### src/rtl/regfile_wr_arbiter.sv
// -----------------------------------------------------------------------------
// regfile_wr_arbiter
//   Shares the single register-file write port between the ALU writeback path
//   and the load (MEM) writeback path. Each requester owns a one-entry holding
//   slot. Arbitration looks only at registered slot state, so there is no
//   combinational path from *_valid_i to *_ready_o. The RegDst choice (rt or rd)
//   for ALU results is resolved when the ALU slot is loaded.
//
// Ports
//   clk_i, rst_ni                 clock, asynchronous active-low reset
//   alu_valid_i / alu_ready_o     ALU writeback handshake
//   alu_rt_i, alu_rd_i            ALU destination candidates
//   alu_regdst_i                  0: write rt, 1: write rd
//   alu_data_i                    ALU result
//   mem_valid_i / mem_ready_o     load writeback handshake
//   mem_addr_i, mem_data_i        load destination and data
//   rf_we_o/rf_waddr_o/rf_wdata_o registered register-file write port
//   wb_stall_o                    a valid request is refused this cycle
//
// Build option
//   ZERO_REG_DROP_EN : granted entries addressed to register 0 are consumed
//                      without pulsing rf_we_o.
// -----------------------------------------------------------------------------
module regfile_wr_arbiter #(
    parameter int DATA_W = 8,
    parameter int ADDR_W = 3
) (
    input  logic              clk_i,
    input  logic              rst_ni,
    input  logic              alu_valid_i,
    output logic              alu_ready_o,
    input  logic [ADDR_W-1:0] alu_rt_i,
    input  logic [ADDR_W-1:0] alu_rd_i,
    input  logic              alu_regdst_i,
    input  logic [DATA_W-1:0] alu_data_i,
    input  logic              mem_valid_i,
    output logic              mem_ready_o,
    input  logic [ADDR_W-1:0] mem_addr_i,
    input  logic [DATA_W-1:0] mem_data_i,
    output logic              rf_we_o,
    output logic [ADDR_W-1:0] rf_waddr_o,
    output logic [DATA_W-1:0] rf_wdata_o,
    output logic              wb_stall_o
);

    typedef enum logic {SLOT_EMPTY = 1'b0, SLOT_FULL = 1'b1} slot_e;
    typedef enum logic {GNT_ALU = 1'b0, GNT_MEM = 1'b1} gnt_e;

    slot_e             alu_st_q, alu_st_d, mem_st_q, mem_st_d;
    gnt_e              last_gnt_q, last_gnt_d;
    logic [ADDR_W-1:0] alu_addr_q, alu_addr_d, mem_addr_q, mem_addr_d;
    logic [DATA_W-1:0] alu_data_q, alu_data_d, mem_data_q, mem_data_d;
    logic              rf_we_q, rf_we_d;
    logic [ADDR_W-1:0] rf_waddr_q, rf_waddr_d;
    logic [DATA_W-1:0] rf_wdata_q, rf_wdata_d;

    logic              alu_full, mem_full, gnt_alu, gnt_mem;
    logic              alu_rdy, mem_rdy, alu_acc, mem_acc;
    logic [ADDR_W-1:0] gnt_addr;
    logic [DATA_W-1:0] gnt_data;
    logic              wr_ok;

    always_ff @(posedge clk_i or negedge rst_ni) begin
        if (!rst_ni) begin
            alu_st_q   <= SLOT_EMPTY;
            mem_st_q   <= SLOT_EMPTY;
            last_gnt_q <= GNT_ALU;
            alu_addr_q <= '0;
            alu_data_q <= '0;
            mem_addr_q <= '0;
            mem_data_q <= '0;
            rf_we_q    <= 1'b0;
            rf_waddr_q <= '0;
            rf_wdata_q <= '0;
        end else begin
            alu_st_q   <= alu_st_d;
            mem_st_q   <= mem_st_d;
            last_gnt_q <= last_gnt_d;
            alu_addr_q <= alu_addr_d;
            alu_data_q <= alu_data_d;
            mem_addr_q <= mem_addr_d;
            mem_data_q <= mem_data_d;
            rf_we_q    <= rf_we_d;
            rf_waddr_q <= rf_waddr_d;
            rf_wdata_q <= rf_wdata_d;
        end
    end

    always_comb begin
        alu_full = (alu_st_q == SLOT_FULL);
        mem_full = (mem_st_q == SLOT_FULL);

        // On a tie the slot that did not win last time goes; last_gnt resets
        // to ALU so the first tie after reset goes to MEM.
        gnt_alu = alu_full & (~mem_full | (last_gnt_q == GNT_MEM));
        gnt_mem = mem_full & (~alu_full | (last_gnt_q == GNT_ALU));

        // A granted slot drains this edge, so it can refill at the same time.
        alu_rdy = ~alu_full | gnt_alu;
        mem_rdy = ~mem_full | gnt_mem;
        alu_acc = alu_valid_i & alu_rdy;
        mem_acc = mem_valid_i & mem_rdy;

        alu_st_d   = alu_st_q;
        alu_addr_d = alu_addr_q;
        alu_data_d = alu_data_q;
        if (alu_acc) begin
            alu_st_d   = SLOT_FULL;
            alu_addr_d = alu_regdst_i ? alu_rd_i : alu_rt_i;
            alu_data_d = alu_data_i;
        end else if (gnt_alu) begin
            alu_st_d   = SLOT_EMPTY;
        end

        mem_st_d   = mem_st_q;
        mem_addr_d = mem_addr_q;
        mem_data_d = mem_data_q;
        if (mem_acc) begin
            mem_st_d   = SLOT_FULL;
            mem_addr_d = mem_addr_i;
            mem_data_d = mem_data_i;
        end else if (gnt_mem) begin
            mem_st_d   = SLOT_EMPTY;
        end

        last_gnt_d = last_gnt_q;
        if (gnt_alu)      last_gnt_d = GNT_ALU;
        else if (gnt_mem) last_gnt_d = GNT_MEM;

        gnt_addr = gnt_alu ? alu_addr_q : mem_addr_q;
        gnt_data = gnt_alu ? alu_data_q : mem_data_q;

`ifdef ZERO_REG_DROP_EN
        wr_ok = (gnt_addr != '0);
`else
        wr_ok = 1'b1;
`endif

        // Address/data hold when nothing is granted.
        rf_we_d    = (gnt_alu | gnt_mem) & wr_ok;
        rf_waddr_d = rf_waddr_q;
        rf_wdata_d = rf_wdata_q;
        if (gnt_alu | gnt_mem) begin
            rf_waddr_d = gnt_addr;
            rf_wdata_d = gnt_data;
        end
    end

    assign alu_ready_o = alu_rdy;
    assign mem_ready_o = mem_rdy;
    assign rf_we_o     = rf_we_q;
    assign rf_waddr_o  = rf_waddr_q;
    assign rf_wdata_o  = rf_wdata_q;
    assign wb_stall_o  = (alu_valid_i & ~alu_rdy) | (mem_valid_i & ~mem_rdy);

endmodule
### config.mk
export PLATFORM = sky130hd
export DESIGN_NAME = regfile_wr_arbiter
export DESIGN_NICKNAME = d
export VERILOG_FILES = /design/src/rtl/regfile_wr_arbiter.sv
export SDC_FILE = /design/constraint.sdc
export NUM_CORES = 1
export LEC_CHECK = 0
export BUFFER_PORTS_ARGS = -buffer_cell sky130_fd_sc_hd__buf_2
export CORE_UTILIZATION = 52
export DETAILED_ROUTE_END_ITERATION = 7
export MAX_ROUTING_LAYER = met4
export PLACE_DENSITY = 0.9
export SYNTH_ARGS = -nofsm -noshare
export SYNTH_HDL_FRONTEND = slang
export SYNTH_SLANG_ARGS = --single-unit
export TNS_END_PERCENT = 30
### constraint.sdc
create_clock -name clk_i -period 1.85 [get_ports clk_i]
set_clock_uncertainty 0.15 [all_clocks]
set_input_delay 0.0925 -clock clk_i [delete_from_list [all_inputs] [get_ports clk_i]]
set_output_delay 0.0925 -clock clk_i [all_outputs]
set_load 0.02 [all_outputs]
==> results of run 1 <==
[sequential cells by signal (all words and copies together) (netlist names)]
name	flops
mem_addr_q	3
mem_full	1
last_gnt_q	1
alu_addr_q	3
mem_data_q	8
alu_data_q	8
rf_waddr_o	3
rf_we_o	1
alu_full	1
rf_wdata_o	8
[kinds of logic after synthesis]
logic type,count (synthesis)
AO/OA/AOI/OAI,20
flip-flops,37
multiplexers,33
AND/OR/NAND/NOR,30
buffers and inverters,10
[cell usage in the layout, fill, tap and decap left out, types with 2 or more instances in the layout]
| cell type | Yosys | layout |
|---|---|---|
| nand2_1 | 2 | 2 |
| nor2_1 | 22 | 22 |
| mux2_4 | 26 | 26 |
| buf_4 | 1 | 4 |
| inv_1 | 2 | 2 |
| buf_2 | 2 | 44 |
| dfrtp_1 | 37 | 36 |
| nand2_2 | 2 | 2 |
| o22ai_1 | 12 | 12 |
| mux2_2 | 4 | 4 |
| dlygate4sd3_1 | 0 | 28 |
| a21oi_1 | 3 | 3 |
| clkbuf_4 | 0 | 5 |
| a31oi_1 | 3 | 3 |
| mux2i_1 | 3 | 3 |
[worst max-delay path by stage]
stage	startpoint	end	slack [ns]
after global placement	alu_full	mem_data_q[6]	0.37
after global routing	mem_full	wb_stall_o	0.03
after detailed placement	mem_full	alu_data_q[2]	0.31
after floorplan	alu_full	mem_addr_q[0]	0.36
after CTS	mem_full	wb_stall_o	0.06
final	mem_full	wb_stall_o	0.1
[area by class of cell]
type	instances	area, µm²
flip-flops and latches	37	927
fillers	193	752
multi-input cells	83	751
repair buffers	77	551
clock buffers	7	55.1
well taps	44	55.1
clock inverters	1	30.0
inverters	2	7.51
[metrics by stage]
step                area [µm²]  power, W  hold WS [ns]  utilization (%)  cells
floorplan                 1750   0.00216        -0.353                -    130
global placement          2010   0.00244        0.0466             64.2    215
detailed placement        2010   0.00251        0.0637             64.2    215
CTS                       2370   0.00315         0.209             75.9    251
global route              2380   0.00334         0.292             76.0    251
finish                    2380   0.00317         0.195             76.0    251
[routing by layer]
layer  global-route usage, %  vias to the layer above  wire length [µm]
li1                        -                      610                 -
met1                    28.3                      632              1640
met2                    50.0                       44              2220
met3                    5.84                       23               167
met4                    16.6                        0               159
met5                       -                        -                 0
[where the power goes]
| part | total (W) | switching, W | leakage, nW | internal (W) |
|---|---|---|---|---|
| logic | 0.00128 | 0.000635 | 0.690 | 0.000646 |
| registers | 0.00130 | 0.000217 | 0.422 | 0.00108 |
| clock network | 0.000591 | 0.000268 | 0.0455 | 0.000323 |
| total | 0.00317 | 0.00112 | 1.16 | 0.00205 |
[repair_timing]
action | in CTS | in global routing
gates resized for setup | 0 | 1
hold buffers | 28 | 0
endpoints found under the hold margin | 61 | 0
setup endpoints to repair | 0 | 1
==> reports/qor.yml, run 1 <==
status:
  status: "completed"
clock_tree:
  postCtsSetupBuffers: 0
  clkLatencyLatePin_ns: 0.35
  cts_buffers: 5
  clock-sinks: 37
  clockBufferDepth: 2
  htree_levels: 2
  cts-root-buf: "clkbuf_4"
  cts_tree: "done"
  clkTransAtPathRegs_ns: 0.11
synthesis:
  yosysSeqAreaShare_pct: 52.8
  ys_warn_count: 0
  synth_top_family_by_area: "multiplexers"
  synth_compound_area_share_pct: 7.20
  synth_area_um2: 1750
  synth_ff_type: "dfrtp_1"
  synth_xor_area_share_pct: 0
  synth_area_leaders: "dfrtp_1 (53%), mux2_4 (22%), nor2_1 (4.7%)"
  async_flop_share_pct: 100
  syn_nets: 160
  synthSimpleGateAreaFrac_pct: 9.06
  synth_commonest_cells: "dfrtp_1 (37), mux2_4 (26), nor2_1 (22)"
  synth_top_cell_by_area: "dfrtp_1"
  muxShareOfSynthArea_pct: 26.5
  yosysMostFrequentCell: "dfrtp_1"
  synth_fa_ha_area_share_pct: 0
  synth.avg_cell_area_um2: 13.5
  synthDistinctLibCells: 22
  synthDominantCellAreaShare_pct: 52.8
  synth_edf_count: 0
  synth_cells: 130
  synth_seq_cells: 37
layout:
  diodes: 0
  drive_gt1_share_pct: 45.4
  area_growth_pct: 35.4
  nets: 236
timing:
  fin_tns_setup_ns: 0
  drv_slew: 0
  worst_pin_slew_ns: 0.786
  setup_slack_ns: 0.0997
  setup_viol: 0
  grt_setup_unrepaired: "false"
  relSlewSlack_pct: 47.6
  period_minus_slack_ns: 1.75
  fin_crit_sh_pct: 94.6
  fmax_ghz: 0.571
  hold_viol: 0
worst_setup_path:
  worstPathRequired_ns: 1.61
  max_stage_delay_ns: 0.44
  reg2reg_depth: 4
  start_kind: "flip-flop"
  rrSetupSlack_ns: 0.31
  critPathKind: "reg2out"
  reg2reg_from: "alu_full"
  worst-path-buf-inv: 2
  rr_endpoint: "mem_addr_q[0]"
  worstPathCellList: "buf_4 > nand3b_4 > o22ai_1 > buf_2"
  worstPathArrival_ns: 1.51
  critPathTopFamily: "flip-flops"
  critical_path_depth: 4
  slowest_stage: "dfrtp_2"
  crit_fanout: 10
  critPathCaptureType: "output pin"
route:
  initialDrtViolationCount: 103
  wl_per_cell_um: 16.7
  vias: 1309
  wl_um: 4190
  viasPerCell: 5.22
  drc: 0
  drtAntennaViolNets: 0
  dr.pass1.iters: 4
floorplan:
  ios: 45
  die-height_um: 60.1
  initial_core_util_pct: 56.1
  die_area_um2: 3610
  core-area_um2: 3130
  row_count: 20
  die_w_um: 60.1
flow_run:
  cap_violations: 0
placement:
  place_hpwl_um: 2630
  io_buffers: 44
  gp_congestion: 0.821
  place_ws_ns: 0.314
pwr:
  max-vdd-ir-drop_uv: 1010
  leakagePower_nw: 1.16
  power_density_nw_per_um2: 1330
global_route:
  grt_start_max_net_pins: 38
  grt_overflow: 0
  track_usage_pct: 28.2
  antenna_found_initial: 0
  grt_pass1_wl_um: 6830
  grt_pass1_vias: 1440
min_path:
  hp-class: "in2async"
(Power assumes the default switching activity.)
==> run 2: changes to the inputs <==
CELL_PAD_IN_SITES_DETAIL_PLACEMENT = 1   (was unset)
CELL_PAD_IN_SITES_GLOBAL_PLACEMENT = 1   (was unset)
CORE_UTILIZATION = 41   (was 52)
GPL_ROUTABILITY_DRIVEN = 0   (was unset)
GPL_TIMING_DRIVEN = 0   (was unset)
PLACE_DENSITY = 0.89   (was 0.9)
==> reports/qor.yml, run 2 (synthesis results as in run 1) <==
min_path:
  holdCritStartpoint: "alu_rd_i[2]"
  min_delay_path_depth: 3
  hold_end: "alu_addr_q[2]"
  hp-class: "in2reg"
worst_setup_path:
  start_kind: "flip-flop"
  reg2reg_from: "alu_full"
  worstPathArrival_ns: 1.42  # -0.09 ns
  critPathKind: "reg2out"
  slowest_stage: "dfrtp_1"
  reg2reg_depth: 6  # +2
  max_stage_delay_ns: 0.46  # +0.02 ns
  crit_fanout: 10  # unchanged
  critPathLaunch: "last_gnt_q"
  worstPathCellList: "nand3b_4 > o22ai_1 > buf_2"
  worst-path-buf-inv: 1  # -1
  worstPathRequired_ns: 1.61  # about the same
  rrSetupSlack_ns: 0.34  # +0.03 ns
  critPathCaptureType: "output pin"
  critPathTopFamily: "flip-flops"
  rr_endpoint: "rf_wdata_o[7]"
pwr:
  power_density_nw_per_um2: 1370  # +3.0%
  leakagePower_nw: 1.14  # -1.7%
  max-vdd-ir-drop_uv: 579  # -42%
global_route:
  grt_overflow: 0  # unchanged
  antenna_found_initial: 0  # unchanged
  track_usage_pct: 24.3  # -3.9 points
  grt_pass1_wl_um: 7440  # +8.9%
  grt_pass1_vias: 1496  # +3.9%
  grt_start_max_net_pins: 38  # unchanged
floorplan:
  initial_core_util_pct: 43.2  # -13 points
  row_count: 23  # +15%
  core-area_um2: 4060  # +30%
  die_area_um2: 4540  # +26%
  die-height_um: 67.4  # +12%
  die_w_um: 67.4  # +12%
  ios: 45  # unchanged
flow_run:
  cap_violations: 0  # unchanged
route:
  wl_um: 4890  # +17%
  drc: 0  # unchanged
  viasPerCell: 5.09  # -2.4%
  wl_per_cell_um: 19.4  # +16%
  dr.pass1.iters: 4  # unchanged
  drtAntennaViolNets: 0  # unchanged
  initialDrtViolationCount: 95  # -7.8%
  vias: 1283  # -2.0%
timing:
  fin_tns_setup_ns: 0  # unchanged
  fmax_ghz: 0.603  # +5.5%
  period_minus_slack_ns: 1.66  # -0.0914 ns
  setup_slack_ns: 0.191  # +0.0914 ns
  hold_viol: 1  # +1
  grt_setup_unrepaired: "false"
  worst_pin_slew_ns: 0.837  # +0.0513 ns
  whs_ns: -0.000738  # -0.195 ns
  setup_viol: 0  # unchanged
  drv_slew: 0  # unchanged
  relSlewSlack_pct: 44.2  # -3.4 points
  fin_crit_sh_pct: 89.7  # -4.9 points
clock_tree:
  clkLatencyLatePin_ns: 0.29  # -0.06 ns
  cts_tree: "done"
  clockBufferDepth: 2  # unchanged
  clock-sinks: 37  # unchanged
  clkTransAtPathRegs_ns: 0.07  # -0.04 ns
  htree_levels: 2  # unchanged
  cts_resized: 0  # unchanged
  cts-root-buf: "clkbuf_8"
  cts_buffers: 5  # unchanged
status:
  status: "complete, but fails checks"
  failed_checks: "negative hold slack"
layout:
  drive_gt1_share_pct: 46.0  # +0.63 points
  area_growth_pct: 33.3
  final_common_cell: "buf_2"
  nets: 232  # -1.7%
  diodes: 0  # unchanged
  fillers: 423  # +120%
  most-common-layout-cells: "buf_2 (45), dfrtp_1 (37), mux2_4 (26), nor2_1 (22), dlygate4sd3_1 (22)"
placement:
  place_hpwl_um: 2980  # +13%
  place_ws_ns: 0.355  # +0.0418 ns
  io_buffers: 43  # -2.3%
run 2: changes by cell type in the layout (fill, tap and decap cells not counted), sizes merged:
cell,delta
buf,+1
dlygate4sd3,-6
bufinv,-1
clkbuf,+1
run 2: timing repair:
| item | CTS | global route |
|---|---|---|
| setup endpoints to repair | 0 | 0 |
| hold endpoints to repair | 61 | 0 |
| hold buffers | 22 | 0 |
| setup buffers | 0 | 0 |
run 2: layout make-up:
| cell class | count | area [µm²] | share of cell area, % |
|---|---|---|---|
| buffer | 8 | 70.1 | 3.00 |
| clock buffer | 7 | 86.3 | 3.69 |
| inverter | 2 | 7.51 | 0.321 |
| multi-input combinational | 83 | 751 | 32.1 |
| sequential | 37 | 926 | 39.6 |
| tap | 50 | 62.6 | 2.68 |
| timing repair buffer | 65 | 435 | 18.6 |
run 2: tightest hold or removal path, delay by kind of cell:
kind | cells | cell delay, ns
AO/OA/AOI/OAI | 1 | 0.16
buffers and inverters | 1 | 0.07
multiplexers | 1 | 0.06
run 2: per-stage QoR:
stage / area, µm² / hold WS [ns] / util (%) / std cells / total power (W)
CTS: 2340 / 0.00455 / 57.6 / 252 / 0.00318
global route: 2340 / 0.0395 / 57.6 / 252 / 0.00339
global placement: 2030 / 0.0559 / 50.1 / 223 / 0.00247
floorplan: 1750 / -0.353 / - / 130 / 0.00216
finish: 2340 / -0.000738 / 57.6 / 252 / 0.00321
detailed placement: 2030 / 0.0858 / 50.1 / 223 / 0.00256
run 2: worst max-delay path by stage:
| stage | end | slack, ns | cells after the start |
|---|---|---|---|
| 6_report | wb_stall_o | 0.19 | 3 |
| 5_1_grt | wb_stall_o | 0.13 | 3 |
| 4_1_cts | wb_stall_o | 0.25 | 3 |
| 3_5_place_dp | rf_waddr_o[1] | 0.36 | 6 |
| 3_3_place_gp | mem_data_q[1] | 0.39 | 5 |
| 2_1_floorplan | mem_addr_q[0] | 0.36 | 5 |
run 2: routing by layer:
metal	share of wire [%]	vias to the layer above	wire length, µm	track usage [%]
met5	0	-	0	-
met3	2.4	8	115	4.73
met4	1.4	0	66	7.45
li1	-	597	-	-
met2	58	24	2810	45.5
met1	39	654	1890	25.2
run 2: report_power, final:
group          total [W]  internal [W]  switching, W
logic            0.00133      0.000648      0.000682
clock network   0.000587      0.000296      0.000291
registers        0.00130       0.00108      0.000214
